**src/rtl/ysyx_22051145_ifu_ctrl_pkg.sv**
```systemverilog
// Shared definitions for the instruction-fetch controller: FSM encoding,
// reset fetch address, instruction width and the sequential-pc helper.
package ysyx_22051145_ifu_ctrl_pkg;

  typedef enum logic [1:0] {
    IDLE = 2'd0,
    REQ  = 2'd1,
    WAIT = 2'd2,
    HOLD = 2'd3
  } ifu_state_t;

  localparam logic [63:0] IFU_RESET_PC = 64'h0000_0000_8000_0000;
  localparam int          IFU_INST_W   = 32;

  // Sequential fetch address; wraps naturally modulo 2^64.
  function automatic logic [63:0] pc_inc(input logic [63:0] pc);
    return pc + 64'd4;
  endfunction

endpackage

```
**src/rtl/ysyx_22051145_pc_gen.sv**
```systemverilog
// Fetch program counter: reset / redirect / sequential / hold selection.
module ysyx_22051145_pc_gen
  import ysyx_22051145_ifu_ctrl_pkg::*;
#(
  parameter logic [63:0] RESET_PC = IFU_RESET_PC
) (
  input  logic        clk,
  input  logic        rst,
  input  logic        load,
  input  logic [63:0] load_addr,
  input  logic        advance,
  output logic [63:0] pc
);

  logic [63:0] pc_r;
  logic [63:0] pc_next_s;

  // Next-pc mux; a redirect outranks sequential advance.
  always_comb begin
    pc_next_s = pc_r;
    if (load) begin
      pc_next_s = load_addr;
    end else if (advance) begin
      pc_next_s = pc_inc(pc_r);
    end else begin
      pc_next_s = pc_r;
    end
  end

  // PC register with synchronous reset.
  always_ff @(posedge clk) begin
    if (rst) begin
      pc_r <= RESET_PC;
    end else begin
      pc_r <= pc_next_s;
    end
  end

  assign pc = pc_r;

endmodule

```
**src/rtl/ysyx_22051145_ifu_ctrl.sv**
```systemverilog
// Single-outstanding instruction fetch controller with redirect/drop handling.
// Optional misaligned-redirect trap enabled by YSYX_22051145_FETCH_MISALIGN_EN.
module ysyx_22051145_ifu_ctrl
  import ysyx_22051145_ifu_ctrl_pkg::*;
#(
  parameter logic [63:0] RESET_PC = IFU_RESET_PC,
  parameter int          INST_W   = IFU_INST_W
) (
  input  logic              clk,
  input  logic              rst,
  input  logic              jump_flag,
  input  logic [63:0]       jump_addr,
  output logic              imem_req_valid,
  input  logic              imem_req_ready,
  output logic [63:0]       imem_req_addr,
  input  logic              imem_resp_valid,
  input  logic [INST_W-1:0] imem_resp_data,
  output logic              inst_valid,
  input  logic              inst_ready,
  output logic [INST_W-1:0] inst_data,
  output logic [63:0]       inst_pc
`ifdef YSYX_22051145_FETCH_MISALIGN_EN
  ,
  output logic              misalign
`endif
);

  ifu_state_t        state_r;
  logic              drop_r;
  logic              req_valid_r;
  logic              hold_r;
  logic [INST_W-1:0] inst_data_r;
  logic [63:0]       inst_pc_r;
  logic              misalign_r;
  logic [63:0]       pc_s;
  logic              bad_jump_s;
  logic              redirect_s;
  logic              advance_s;

  // Redirect qualification; IDLE ignores jump_flag entirely.
  always_comb begin
    bad_jump_s = 1'b0;
`ifdef YSYX_22051145_FETCH_MISALIGN_EN
    if (jump_flag && (jump_addr[1:0] != 2'b00)) begin
      bad_jump_s = 1'b1;
    end else begin
      bad_jump_s = 1'b0;
    end
`endif
    redirect_s = jump_flag && (state_r != IDLE) && !bad_jump_s;
    advance_s  = (state_r == HOLD) && inst_ready && !jump_flag;
  end

  ysyx_22051145_pc_gen #(
    .RESET_PC(RESET_PC)
  ) u_pc_gen (
    .clk      (clk),
    .rst      (rst),
    .load     (redirect_s),
    .load_addr(jump_addr),
    .advance  (advance_s),
    .pc       (pc_s)
  );

  // Fetch FSM; a redirect in any active state outranks the normal flow.
  always_ff @(posedge clk) begin
    if (rst) begin
      state_r     <= IDLE;
      drop_r      <= 1'b0;
      req_valid_r <= 1'b0;
      hold_r      <= 1'b0;
      inst_data_r <= '0;
      inst_pc_r   <= 64'd0;
      misalign_r  <= 1'b0;
    end else if (jump_flag && (state_r != IDLE)) begin
      if (bad_jump_s) begin
        state_r     <= IDLE;
        drop_r      <= 1'b0;
        req_valid_r <= 1'b0;
        hold_r      <= 1'b0;
        misalign_r  <= 1'b1;
      end else begin
        case (state_r)
          REQ: begin
            if (imem_req_ready) begin
              state_r     <= WAIT;
              drop_r      <= 1'b1;
              req_valid_r <= 1'b0;
            end else begin
              req_valid_r <= 1'b1;
            end
          end
          WAIT: begin
            // A response arriving alongside the redirect is already stale.
            if (imem_resp_valid) begin
              state_r     <= REQ;
              drop_r      <= 1'b0;
              req_valid_r <= 1'b1;
            end else begin
              drop_r <= 1'b1;
            end
          end
          HOLD: begin
            state_r     <= REQ;
            hold_r      <= 1'b0;
            req_valid_r <= 1'b1;
          end
          default: begin
            state_r     <= IDLE;
            req_valid_r <= 1'b0;
            hold_r      <= 1'b0;
          end
        endcase
      end
    end else begin
      case (state_r)
        IDLE: begin
          if (!misalign_r) begin
            state_r     <= REQ;
            req_valid_r <= 1'b1;
          end else begin
            req_valid_r <= 1'b0;
          end
        end
        REQ: begin
          if (imem_req_ready) begin
            state_r     <= WAIT;
            req_valid_r <= 1'b0;
          end else begin
            req_valid_r <= 1'b1;
          end
        end
        WAIT: begin
          if (imem_resp_valid && drop_r) begin
            state_r     <= REQ;
            drop_r      <= 1'b0;
            req_valid_r <= 1'b1;
          end else if (imem_resp_valid) begin
            state_r     <= HOLD;
            hold_r      <= 1'b1;
            inst_data_r <= imem_resp_data;
            inst_pc_r   <= pc_s;
          end else begin
            req_valid_r <= 1'b0;
          end
        end
        HOLD: begin
          if (inst_ready) begin
            state_r     <= REQ;
            hold_r      <= 1'b0;
            req_valid_r <= 1'b1;
          end else begin
            hold_r <= 1'b1;
          end
        end
        default: begin
          state_r     <= IDLE;
          req_valid_r <= 1'b0;
          hold_r      <= 1'b0;
        end
      endcase
    end
  end

  assign imem_req_valid = req_valid_r;
  assign imem_req_addr  = pc_s;
  assign inst_valid     = hold_r && !jump_flag;
  assign inst_data      = inst_data_r;
  assign inst_pc        = inst_pc_r;
`ifdef YSYX_22051145_FETCH_MISALIGN_EN
  assign misalign       = misalign_r;
`endif

endmodule
```
**config.mk**
```make
export PLATFORM = sky130hd
export DESIGN_NAME = ysyx_22051145_ifu_ctrl
export DESIGN_NICKNAME = d
export VERILOG_FILES = /design/src/rtl/ysyx_22051145_ifu_ctrl_pkg.sv /design/src/rtl/ysyx_22051145_pc_gen.sv /design/src/rtl/ysyx_22051145_ifu_ctrl.sv
export SDC_FILE = /design/constraint.sdc
export NUM_CORES = 1
export LEC_CHECK = 0
export BUFFER_PORTS_ARGS = -buffer_cell sky130_fd_sc_hd__buf_2
export CAP_MARGIN = 10
export CORE_ASPECT_RATIO = 0.8
export CORE_UTILIZATION = 54
export CTS_CLUSTER_SIZE = 12
export DETAILED_ROUTE_END_ITERATION = 7
export GPL_TIMING_DRIVEN = 1
export MAX_ROUTING_LAYER = met4
export PLACE_DENSITY = 0.85
export SLEW_MARGIN = 20
export SYNTH_ARGS = -nofsm -noshare
export SYNTH_HDL_FRONTEND = slang
export SYNTH_SLANG_ARGS = --single-unit
```
**constraint.sdc**
```tcl
create_clock -name clk -period 5.89 [get_ports clk]
set_input_delay 0.2945 -clock clk [delete_from_list [all_inputs] [get_ports clk]]
set_output_delay 0.2945 -clock clk [all_outputs]
set_load 0.1 [all_outputs]
```
==> results.md, run 1 <==
- GRT Overall Usage: 33.2%
- Met3 Wirelength: 2130 um
- GPL Wtd Cong: ~0.90
- Initial DRC count: between 600 and 700
- PwrDens: 361 mW/mm2
- Simple-Gate Fraction of Synth Area: 31.1%
- Wire length on met1: 10,000 um
- Max_cap viols: 0
- Vias in the first global route: about 7,300
- Rows: 38
- Routed Antenna Nets: 0
- Critical path type: reg -> reg
- Die area: 0.0144 mm2
- TritonCTS Sinks: roughly 170
- Initial antenna violation count: 5
- Core area: 0.0136 mm2
- FMAX: about 300 MHz
- Worst-Skew Late Latency: 420 ps
- Fin crit period: 3300 ps
- Routed WL: 23,600 um
- Hold Path Class: in -> reg
- Count of buffers from port buffering: approximately 260
- # hold bufs at CTS: 0
- First-pass GRT wire length: 36,700 um
- Die height: 107 um
- Setup TNS: 0 ps
- Chip width: ~130 um
- Detailed Place HPWL: 15,900 um
- CTS buffer count: 17
- Met2 wire length: about 11,000 um
- WP data required: slightly above 6000 ps
- Data arrival, critical path: about 3600 ps
- Worst setup SP type: flop
- Gr ovfl total: 0
- Max-slew headroom: between 20 and 25%
- Final setup fails: 0
- Worst Setup End Kind: flop
- Pre-antenna DRT Iters: 6
- Top sig layer: met4
- Worst reg2reg setup slack: 2590 ps
- Largest cells by area after synthesis: dfxtp_1, nand2_1, a21oi_1
- Share of the synthesized area in the top cell type: between 40% and 50%
- Post-synthesis sequential area ratio: 44.0%
- Register bit count reported by yosys: 165
- Mux share of post-synthesis cell area: around 1.3%
- Worst VDD drop: 297 uV
- Final setup margin: roughly 2600 ps
- Largest family of logic cells by synthesized area: simple AND/OR/NAND/NOR gates
- Share of layout cells above drive strength 1: 26.6%
- CTS tree: yes
- Worst R2R Start: state_r[0]$_SDFFE_PP0P_
- Most common cell after layout, fill and taps aside: buf_2
- P&R area growth vs syn: 25.9%
- Post-synthesis adder-cell area fraction: less than 1%
- Largest net degree at the start of global routing: 120
- Finished Layout Cells: 1,389
- Static leakage: 3.81 nW
- Post-DP Area: 0.00884 mm2
- Final #Nets: 1,298
- CP startpoint: state_r[0]$_SDFFE_PP0P_
- Min-delay src: jump_addr[19]
- RSZ-0062 raised after global routing: no
- Commonest non-fill, non-tap cells in the layout: buf_2, nand2_1, dfxtp_1
- Mapped cell area: around 0.0075 mm2
- Synth Area in XOR/XNOR: 2.45%
- Ys flop type: dfxtp_1
- Pre-CTS setup slack: around 2700 ps
- Post-synthesis compound-gate area fraction: 16.4%
- Async S/R FF share, synth: 0%
- Initial Utilization: 55.4%
- Clock root cell: clkbuf_16
- Placed Cells: 1,351
- Syn Inst Count: about 970
- Post-route design area: 0.00945 mm2
- Vias/cell: 5.91
- Final hold vios: 0
- Post-synth top area cell: dfxtp_1
- I/O pin total: 264
- Tightest Pin Transition: 1160 ps
- Count of final max-slew check failures: 0
- Post_cts resized: 0
- Synth Warn #: 0
- CP max FO: 13
- Setup Skew: 7.56 ps
- DRC viols: 0
- Post-CTS Setup Repair Bufs: 0
- Synth unique cells: 51
- Avg WL per Cell: 17.0 um
- Final period util: 56.0%
- CTS H-tree lvls: 4
- Post-synth EDFFs: 0
- Mapped Nets: ~1,100
- Clk buf depth: 2
- Syn avg cell area: 7.71 um2
- WHS: between 100 and 150 ps
- Status: finished clean
- Clk slew on worst S/H paths: around 60 ps
- Via Count: roughly 8,200
==> through the flow <==
| stage | power, mW | utilization, % |
|---|---|---|
| after CTS | 3.41 | 69.4 |
| after global routing | 3.53 | 69.7 |
| final | 3.41 | 69.7 |
| after floorplan | 2.14 | - |
| after global placement | 2.34 | 65.3 |
| after detailed placement | 2.35 | 65.3 |
==> cell usage after synthesis (all sizes together), types with 2 or more instances <==
library cell and number:
and2 5, nor3 9, a2111oi 3, mux2i 3, or3 17, nand4 35
a211oi 24, nor2 82, nand2b 2, o21ai 17, or4 11, xor2 14
o31ai 7, and3 12, o31a 2, a22oi 3, xnor2 7, nand3b 3
or2 2, nor3b 3, ha 5, inv 8, dfxtp 165, a31oi 3
buf 11, a21oi 110, a32oi 3, a311oi 20, nand2 244, mux2 6
nor4 29, o21bai 4, nor2b 3, and4 7, clkbuf 58, nand3 29
==> path summary, 6_finish.rpt <==
| path | depth (start not counted) | to |
|---|---|---|
| setup / recovery | 6 | u_pc_gen.pc[47]$_SDFFE_PP0P_ |
| hold / removal | 3 | u_pc_gen.pc[19]$_SDFFE_PP0P_ |
| setup reg to reg | 6 | u_pc_gen.pc[47]$_SDFFE_PP0P_ |
| hold reg to reg | 2 | inst_pc[17]$_SDFFE_PP0P_ |
==> cell families after synthesis <==
logic type	after synthesis
AO/OA/AOI/OAI	201
XOR/XNOR	21
adder cells (fa/ha/maj)	5
buffers and inverters	77
flip-flops	165
multiplexers	9
AND/OR/NAND/NOR	495
==> state kept, by name, summed over array words and instances (netlist names) <==
name,cells
state_r,2
inst_data,32
hold_r,1
u_pc_gen.pc,64
drop_r,1
inst_pc,64
imem_req_valid,1
==> power by group <==
group | leakage, nW | internal (mW) | switching (mW)
logic | 2.21 | 0.192 | 0.801
registers | 1.34 | 1.20 | 0.150
clock network | 0.269 | 0.596 | 0.468
==> critical path, cell delays in order, from the launching register on <==
cell      delay, ps
dfxtp_1         410
ha_1            330
nand3b_1        410
nor4_2          560
nand4_1         550
or4_1           650
a311oi_1        280
==> cell type report <==
type / instances / area [um2]
inverters: 8 / 30.0
multi-input cells: 731 / 3940
repair buffers: 268 / 1370
diodes: 5 / 12.5
well taps: 180 / 225
flip-flops and latches: 165 / 3300
fillers: 1152 / 4110
clock buffers: 18 / 439
clock inverters: 14 / 128
==> routing by layer <==
metal / global-route usage, % / vias to the layer above
li1: - / 3910
met1: 43.0 / 3790
met2: 50.3 / 457
met3: 7.11 / 48
met4: 13.5 / 0
met5: - / -
Power figures use the tool's default switching activity.
==> run 2: changes to the inputs <==
--- a/config.mk
+++ b/config.mk
@@ -8,12 +8,12 @@
 export BUFFER_PORTS_ARGS = -buffer_cell sky130_fd_sc_hd__buf_2
 export CAP_MARGIN = 10
 export CORE_ASPECT_RATIO = 0.8
-export CORE_UTILIZATION = 54
+export CORE_UTILIZATION = 45
 export CTS_CLUSTER_SIZE = 12
 export DETAILED_ROUTE_END_ITERATION = 7
 export GPL_TIMING_DRIVEN = 1
 export MAX_ROUTING_LAYER = met4
-export PLACE_DENSITY = 0.85
+export PLACE_DENSITY = 0.75
 export SLEW_MARGIN = 20
 export SYNTH_ARGS = -nofsm -noshare
 export SYNTH_HDL_FRONTEND = slang
==> constraint.sdc (replaced) <==
create_clock -name clk -period 3 [get_ports clk]
set_input_delay 0.15 -clock clk [delete_from_list [all_inputs] [get_ports clk]]
set_output_delay 0.15 -clock clk [all_outputs]
set_load 0.1 [all_outputs]
==> results.md, run 2 (synthesis gave the netlist of run 1 again) <==
- Status: finished clean
- CP Cell Sequence: ha_1, nand4b_1, nor4_4, nand3_1, or3_1, a2111oi_1
- RSZ-0062 raised after global routing: no
- Max_cap viols: 0
- FMAX: 368 MHz
- Rows: a little over 40
- Pre-antenna DRT Iters: 6
- Largest net degree at the start of global routing: 109
- Routed WL: 25,600 um
- Finished Core Util: 63.7%
- Share of layout cells above drive strength 1: 26.7%
- Final #Nets: between 1,000 and 1,500
- Critical path type: reg -> reg
- Worst path bufs/invs: 0
- Slowest cell on crit path: or3_1
- Setup Skew: 10.3 ps
- Fin crit period: 2720 ps
- Top Usage Layer GRT: met2
- Multi-input gate area: 0.00394 mm2
- Comb power frac: 29.7%
- Core area: roughly 0.016 mm2
- Pre-CTS setup slack: 324 ps
- Clock root cell: clkbuf_16
- Initial Utilization: between 40% and 50%
- Data arrival, critical path: roughly 3000 ps
- Avg WL per Cell: around 17 um
- Via Count: 8,271
- Pint: between 4 and 5 mW
- Final setup fails: 0
- GPL Wtd Cong: 0.949
- Clock network power share: 32.4%
- Worst Setup End Kind: flop
- Hold Path Class: in -> reg
- Vias in the first global route: between 7,000 and 8,000
- FF+latch area: 0.00331 mm2
- Final period util: 90.6%
- Clk slew on worst S/H paths: approximately 70 ps
- Count of final max-slew check failures: 0
- Routing usage on met2: about 47%
- Static leakage: between 4 and 5 nW
- Met1 GRT Util: 39.5%
- GR Util met3: ~6.4%
- Seq pwr share: 37.9%
- Sw Ratio: 41.5%
- Routed Antenna Nets: 0
- Tightest Pin Transition: 840 ps
- Worst-Skew Late Latency: 440 ps
- Final hold vios: 0
- Initial antenna violation count: 1
- PwrDens: between 600 and 700 mW/mm2
- P_sw: 2.88 mW
- Detailed Place HPWL: 17,500 um
- Worst setup SP type: flop
- CTS tree: yes
- CTS buffer count: 17
- P&R area growth vs syn: 36.3%
- Count of buffers from port buffering: roughly 260
- Slowest stage delay, CP: 430 ps
- FILL cells: between 1,000 and 1,500
- Initial DRC count: around 670
- Setup TNS: 0 ps
- Most common cell after layout, fill and taps aside: buf_2
- First-pass GRT wire length: approximately 41,000 um
- Post-CTS Setup Repair Bufs: 0
- Gr ovfl total: 0
- I/O pin total: between 200 and 300
- Clk buf depth: 2
- WP data required: 3300 ps
- CP max FO: 8
- Die height: 117 um
- Final setup margin: ~280 ps
- Vias/cell: approximately 5.5
- Largest delay share family, worst path: simple AND/OR/NAND/NOR gates
- DRC viols: 0
- TritonCTS Sinks: 165
- Max-slew headroom: between 40% and 50%
- Post_cts resized: 0
- Die area: 0.0172 mm2
- Commonest non-fill, non-tap cells in the layout: buf_2, nand2_1, dfxtp_1
- Worst VDD drop: 474 uV
- Chip width: 146 um
- CTS H-tree lvls: 4
- GRT Overall Usage: 30.3%
run 2: cell count changes in the layout (fill, tap and decap cells not counted), sizes merged:
cell and delta:
buf +20, bufinv +1, clkinv -4, clkinvlp -1, diode -4, dlygate4sd3 +55, inv +4
run 2: worst paths after layout:
| kind | startpoint | endpoint | slack [ps] | depth (start not counted) |
|---|---|---|---|---|
| worst max register to register | state_r[0]$_SDFFE_PP0P_ | u_pc_gen.pc[60]$_SDFFE_PP0P_ | 280 | 6 |
| worst min register to register | inst_pc[1]$_SDFFE_PP0P_ | inst_pc[1]$_SDFFE_PP0P_ | 450 | 2 |
| worst min-delay path | jump_addr[5] | u_pc_gen.pc[5]$_SDFFE_PP0P_ | 6 | 3 |
| worst max-delay path | state_r[0]$_SDFFE_PP0P_ | u_pc_gen.pc[60]$_SDFFE_PP0P_ | 280 | 6 |
run 2: per-layer routing:
metal	part of all wire (%)	wire length [um]
met5	0	0
met4	1.5	388
met3	7.9	2030
met2	46	11700
met1	45	11400
run 2: power by group through the flow:
stage / Combinational [mW] / Sequential [mW] / Clock [mW]
after floorplan: 0.511 / 3.69 / 0
after global placement: 1.99 / 2.66 / 0
after detailed placement: 1.99 / 2.67 / 0
after CTS: 2.06 / 2.62 / 2.26
after global routing: 2.16 / 2.66 / 2.36
final: 2.06 / 2.63 / 2.26
run 2: final cells by class:
type	instances	share of cell area (%)
Antenna cell	1	0.0245
Inverter	8	0.294
Timing Repair Buffer	343	20.4
Clock inverter	14	1.58
Tap cell	215	2.63
Clock buffer	18	4.29
Multi-Input combinational cell	731	38.5
Sequential cell	165	32.3
run 2: tightest hold or removal path: cells and delay by family:
kind / cells / cell delay, ps
and+or+nand+nor: 1 / 90
buffers and inverters: 1 / 100
AOI/OAI and AO/OA: 1 / 50
run 2: what timing repair did:
item	CTS	global route
hold buffers	55	0
hold endpoints to repair	55	0
endpoints found under the setup margin	0	1
run 2: through the flow:
stage               hold slack [ps]  std cells  power, mW  instance area [um2]
finish                         5.81       1495       6.95                10200
global route                   10.0       1495       7.18                10200
CTS                           0.496       1494       6.94                10200
detailed placement              398       1407       4.66                 9070
global placement                394       1407       4.65                 9070
floorplan                       286        973       4.20                 7510
